===== src/rtl/text_stream_writer.sv =====
// text_stream_writer: turns a valid/ready ASCII stream into single-cell text-buffer writes with cursor control.
// Optional `define AUTO_CLEAR_ROW_EN blanks each row with spaces as the cursor moves onto it.
module text_stream_writer #(
    parameter int          COLS        = 60,
    parameter int          ROWS        = 20,
    parameter logic [11:0] CLEAR_COLOR = 12'h000
) (
    input  logic        clk,
    input  logic        reset,
    input  logic        in_valid,
    output logic        in_ready,
    input  logic [6:0]  in_char,
    input  logic [11:0] in_color,
    input  logic        in_lang,
    input  logic        clear_req,
    output logic        write_enable,
    output logic [6:0]  write_x,
    output logic [4:0]  write_y,
    output logic [6:0]  write_data,
    output logic [11:0] write_text_color,
    output logic        write_lang,
    input  logic        busy,
    output logic [6:0]  cursor_x,
    output logic [4:0]  cursor_y
);

    localparam logic [6:0] LAST_X = 7'(COLS - 1);
    localparam logic [4:0] LAST_Y = 5'(ROWS - 1);
    localparam logic [6:0] SPACE  = 7'h20;
    localparam logic [6:0] CH_BS  = 7'h08;
    localparam logic [6:0] CH_LF  = 7'h0A;
    localparam logic [6:0] CH_CR  = 7'h0D;

    typedef enum logic [2:0] {
        IDLE,
        ISSUE,
        GAP,
        CLEAR_ISSUE,
        CLEAR_GAP
    } state_t;

    state_t     state;
    logic       clear_pending;
    logic       row_only;
    logic [6:0] nxt_x;
    logic [4:0] nxt_y;
`ifdef AUTO_CLEAR_ROW_EN
    logic       nxt_row;
`endif

    logic [4:0] next_row;
    logic       at_eol;
    logic [6:0] adv_x;
    logic [4:0] adv_y;
    logic       printable;
    logic       full_clear;

    always_comb begin
        next_row   = (cursor_y == LAST_Y) ? '0 : cursor_y + 5'd1;
        at_eol     = (cursor_x == LAST_X);
        adv_x      = at_eol ? '0 : cursor_x + 7'd1;
        adv_y      = at_eol ? next_row : cursor_y;
        printable  = (in_char >= 7'h20) && (in_char <= 7'h7E);
        full_clear = ((state == CLEAR_ISSUE) || (state == CLEAR_GAP)) && !row_only;
        in_ready   = (state == IDLE) && !clear_pending && !reset;
    end

    always_ff @(posedge clk or posedge reset) begin
        if (reset) begin
            state            <= IDLE;
            clear_pending    <= 1'b0;
            row_only         <= 1'b0;
            nxt_x            <= '0;
            nxt_y            <= '0;
`ifdef AUTO_CLEAR_ROW_EN
            nxt_row          <= 1'b0;
`endif
            cursor_x         <= '0;
            cursor_y         <= '0;
            write_enable     <= 1'b0;
            write_x          <= '0;
            write_y          <= '0;
            write_data       <= '0;
            write_text_color <= '0;
            write_lang       <= 1'b0;
        end else begin
            write_enable <= 1'b0;
            // A request during a full clear is absorbed; during a row blank it stays pending.
            if (clear_req && !full_clear) begin
                clear_pending <= 1'b1;
            end

            case (state)
                IDLE: begin
                    if (clear_pending) begin
                        clear_pending    <= 1'b0;
                        row_only         <= 1'b0;
                        write_x          <= '0;
                        write_y          <= '0;
                        write_data       <= SPACE;
                        write_text_color <= CLEAR_COLOR;
                        write_lang       <= 1'b0;
                        state            <= CLEAR_ISSUE;
                    end else if (in_valid) begin
                        if (printable || (in_char == CH_BS && cursor_x != '0)) begin
                            write_y          <= cursor_y;
                            write_text_color <= in_color;
                            write_lang       <= in_lang;
                            nxt_y            <= printable ? adv_y : cursor_y;
`ifdef AUTO_CLEAR_ROW_EN
                            nxt_row          <= printable && at_eol;
`endif
                            if (printable) begin
                                write_x    <= cursor_x;
                                write_data <= in_char;
                                nxt_x      <= adv_x;
                            end else begin
                                write_x    <= cursor_x - 7'd1;
                                write_data <= SPACE;
                                nxt_x      <= cursor_x - 7'd1;
                            end
                            // Busy already sampled low at acceptance: strobe without a detour through ISSUE.
                            if (busy) begin
                                state <= ISSUE;
                            end else begin
                                write_enable <= 1'b1;
                                state        <= GAP;
                            end
                        end else if (in_char == CH_LF) begin
                            cursor_x <= '0;
                            cursor_y <= next_row;
`ifdef AUTO_CLEAR_ROW_EN
                            row_only         <= 1'b1;
                            write_x          <= '0;
                            write_y          <= next_row;
                            write_data       <= SPACE;
                            write_text_color <= CLEAR_COLOR;
                            write_lang       <= 1'b0;
                            state            <= CLEAR_ISSUE;
`endif
                        end else if (in_char == CH_CR) begin
                            cursor_x <= '0;
                        end
                    end
                end

                ISSUE: begin
                    if (!busy) begin
                        write_enable <= 1'b1;
                        state        <= GAP;
                    end
                end

                GAP: begin
                    cursor_x <= nxt_x;
                    cursor_y <= nxt_y;
`ifdef AUTO_CLEAR_ROW_EN
                    if (nxt_row) begin
                        row_only         <= 1'b1;
                        write_x          <= '0;
                        write_y          <= nxt_y;
                        write_data       <= SPACE;
                        write_text_color <= CLEAR_COLOR;
                        write_lang       <= 1'b0;
                        state            <= CLEAR_ISSUE;
                    end else
`endif
                    state <= IDLE;
                end

                CLEAR_ISSUE: begin
                    if (!busy) begin
                        write_enable <= 1'b1;
                        state        <= CLEAR_GAP;
                    end
                end

                CLEAR_GAP: begin
                    if (write_x == LAST_X && (row_only || write_y == LAST_Y)) begin
                        if (!row_only) begin
                            cursor_x <= '0;
                            cursor_y <= '0;
                        end
                        row_only <= 1'b0;
                        state    <= IDLE;
                    end else begin
                        if (write_x == LAST_X) begin
                            write_x <= '0;
                            write_y <= write_y + 5'd1;
                        end else begin
                            write_x <= write_x + 7'd1;
                        end
                        state <= CLEAR_ISSUE;
                    end
                end

                default: state <= IDLE;
            endcase
        end
    end

endmodule


===== config.mk =====
export PLATFORM = sky130hd
export DESIGN_NAME = text_stream_writer
export DESIGN_NICKNAME = d
export VERILOG_FILES = /design/src/rtl/text_stream_writer.sv
export SDC_FILE = /design/constraint.sdc
export NUM_CORES = 1
export LEC_CHECK = 0
export BUFFER_PORTS_ARGS = -buffer_cell sky130_fd_sc_hd__buf_2
export CAP_MARGIN = 20
export CORE_MARGIN = 2
export CORE_UTILIZATION = 49
export CTS_CLUSTER_DIAMETER = 100
export DETAILED_ROUTE_END_ITERATION = 8
export GPL_TIMING_DRIVEN = 0
export PLACE_DENSITY = 0.81
export SLEW_MARGIN = 20
export SYNTH_ARGS = -nofsm -noshare
export SYNTH_HDL_FRONTEND = slang
export SYNTH_SLANG_ARGS = --single-unit

===== constraint.sdc =====
create_clock -name clk -period 2.5 [get_ports clk]
set_clock_uncertainty 0.2 [all_clocks]
set_input_delay 0.5 -clock clk [delete_from_list [all_inputs] [get_ports clk]]
set_output_delay 0.5 -clock clk [all_outputs]
set_load 0.02 [all_outputs]

==> results.cfg <==
[clock_tree]
cts_buffer_depth = 2
cts_buffers = 9
htree_levels = 3
clkSinkCount = 61
clkSlewWorstSetupHoldPaths_ns = 0.07
cts_tree = yes
cts_root_buffer = clkbuf_8
clk_latency_ns = 0.35

[die]
die_h_um = 86.39
fp.coreArea_um2 = 6681
fp-row-count = 30
die_width_um = 86.39
io-pin-count = 71
start_util_pct = 49.78
die_area_um2 = 7462

[detailed_routing]
via_per_inst = 6.006
drt_wl_total_mm = 8.875
ant_nets = 0
dr.pass1.iters = 5
vias = 3237
wl_per_cell_um = 16.47
drc_errors = 0
dr.first_iter.drc_count = 217

[global_route]
gr-usage-met2_pct = 37.69
antenna_found_initial = 0
grt_util_all_layers_pct = 23.75
grt_pass1_wl_mm = 14.07
grt_max_degree = 41
met1_usage_pct = 31.83
grt-ovfl-total = 0
grt_use_met3_pct = 5.048
grt_most_used_layer = met2
grt_pass1_vias = 2999

[yosys]
synth_area_leaders = dfrtp_1, o21ai_0, a22o_1
yosysTopAreaCellShare_pct = 45.90
ys.flop_type = dfrtp_1
async_reset_ff_share_pct = 100.0
synthCells = 364
yosysSeqAreaShare_pct = 45.90
synth_edf_count = 0
avgSynthCellArea_um2 = 9.137
synth_top_area_cell = dfrtp_1
yosys.cell_types.count = 53
synth.net_count = 395
yosys_register_bits = 61
netlist_area_um2 = 3326
synth_warnings = 0

[setup_path]
slowest_delay_ns = 0.51
slowest_stage = or4b_4
cp_cell_sequence = ha_2 > nor4bb_4 > or4b_4 > o22ai_1 > nand2_2 > a221oi_1 > a21oi_1
rrSetupSlack_ns = 0.1
critPathArrivalTime_ns = 2.44
critical_path.endpoint = cursor_y[2]$_DFFE_PP0P_
cp_top_family = simple AND/OR/NAND/NOR gates
required_ns = 2.54
start_kind = register
crit_start = write_y[1]$_DFFE_PP0P_
r2r_start = write_y[1]$_DFFE_PP0P_
critPathBufInv = 0
crit_cells = 7
reg2regPathDepth = 7
end_kind = register
crit_type = reg -> reg
critPathMaxFanout = 10
timing.rr.end = cursor_y[2]$_DFFE_PP0P_

[worst_hold_path]
hold_class = in -> reg
min-delay-start = in_color[5]

[final_layout]
final_area_um2 = 4168
area_growth_syn_to_layout_pct = 25.32
drive_gt1_share_pct = 28.98
diodes = 0
fin_nets = 485

[placement]
port_buffers = 70
placed_cell_area_um2 = 3829
dp_hpwl_mm = 6.206
post-place-ws_ns = -0.08225
place_congestion = 0.9357

[flow_run]
cap_violations = 0

[power_and_ir_drop]
finalPower_uw = 5397
leakagePower_uw = 0.001961
power_density_nw_per_um2 = 1295
max-vdd-ir-drop_mv = 0.5351

[timing]
finalCritPeriodShare_pct = 96.15
fin_setup_tns_ns = 0
setup_viol = 0
fin_ws_ns = 0.09623
rsz0062_at_grt = false
period_minus_slack_ns = 2.404
tightest_slew_ns = 0.6289
hold_viol = 0
slew_headroom_pct = 57.79
max_freq_mhz = 416.0
finalMaxSlewViolations = 0

[status]
status = completed
## cells in the mapped netlist (3+ instances only)
cell type / instances
buf_4: 3
and3_1: 7
nand4_1: 4
nor4_1: 4
mux2i_1: 6
ha_1: 6
nor3_1: 7
a22oi_1: 4
dfrtp_1: 61
o21ai_0: 45
o21a_1: 3
clkbuf_1: 11
nand3_1: 11
nor2_1: 28
nor2b_1: 3
inv_1: 8
o31ai_1: 3
a22o_1: 22
xnor2_1: 7
o22a_1: 3
a21oi_1: 20
buf_6: 3
a31oi_1: 5
nand2_1: 51
## layer usage
metal | part of all wire [%] | up-vias | wire, µm
met3 | 6.5 | 17 | 581
met5 | 0 | - | 0
li1 | - | 1505 | -
met1 | 42 | 1593 | 3767
met2 | 49 | 122 | 4353
met4 | 1.9 | 0 | 173
## timing repair
action,4_1_cts,5_1_grt
gates resized for setup,5,15
setup endpoints to repair,37,36
cloned,0,1
hold endpoints to repair,21,0
setup buffers,5,7
hold buffers,1,0
pin swaps,4,3
## how the worst min path moves through the flow
stage                                            endpoint  slack [ns]  cells past startpoint
final                     write_text_color[5]$_DFFE_PP0P_        0.17                      2
after CTS                 write_text_color[5]$_DFFE_PP0P_        0.16                      2
after floorplan                      nxt_x[0]$_DFFE_PP0P_        0.25                      2
after global routing      write_text_color[4]$_DFFE_PP0P_        0.17                      2
after global placement          write_data[4]$_DFFE_PP0P_        0.26                      2
after detailed placement        write_data[0]$_DFFE_PP0P_        0.27                      2
## per-stage QoR
step                hold slack, ns  util (%)  instances
floorplan                   0.2489         -        364
global placement            0.2556     56.97        514
finish                      0.1666     62.38        539
global route                0.1724     62.38        539
CTS                         0.1602     60.96        534
detailed placement          0.2678     57.30        515
## cells by family after synthesis
logic type,Yosys count,share of synthesized area [%]
multiplexers,6,1.806
flip-flops,61,45.90
AND/OR/NAND/NOR,130,18.89
buffers and inverters,29,4.326
adder cells (fa/ha/maj),6,2.257
XOR/XNOR,9,2.370
AO/OA/AOI/OAI,123,24.46
## worst reg2reg max path, delay by kind of cell (launching register included)
family / cells / cell delay, ns
adder cells (fa/ha/maj): 1 / 0.21
AND/OR/NAND/NOR: 3 / 0.97
flip-flops: 1 / 0.38
AO/OA/AOI/OAI: 3 / 0.53
## cell type report
type | instances | area (µm²)
multi-input combinational | 274 | 1734
sequential | 61 | 1529
tap | 80 | 100.1
clock inverter | 5 | 58.81
clock buffer | 11 | 151.4
timing repair buffer | 85 | 475.5
buffer | 14 | 82.58
inverter | 9 | 36.28
fill | 555 | 2514
## layout by cell type (no fill, tap or decap), types with 5 or more instances in the layout
cell      count
a21oi_1      20
a22o_1       22
a31oi_1       5
and3_1        6
buf_2        72
buf_4        15
clkbuf_8     11
dfrtp_1      59
ha_1          5
inv_1         5
mux2i_1       6
nand2_1      50
nand3_1      10
nor2_1       27
nor3_1        7
o21ai_0      45
xnor2_1       7
## report_power, final
part	total, µW	internal [µW]	switching (µW)	leakage [µW]
Combinational	2630	1030	1600	0.00106
Clock	923	514	409	0.000102
Sequential	1850	1410	435	0.000795
Total	5400	2950	2450	0.00196
## registers in the layout, summed over array words and instances (netlist names)
name and flops:
write_text_color 12, write_y 5, write_lang 1, write_enable 1, clear_pending 1, nxt_x 7, cursor_y 5, write_data 7
write_x 7, state 3, nxt_y 5, cursor_x 7
(Power assumes the default switching activity.)
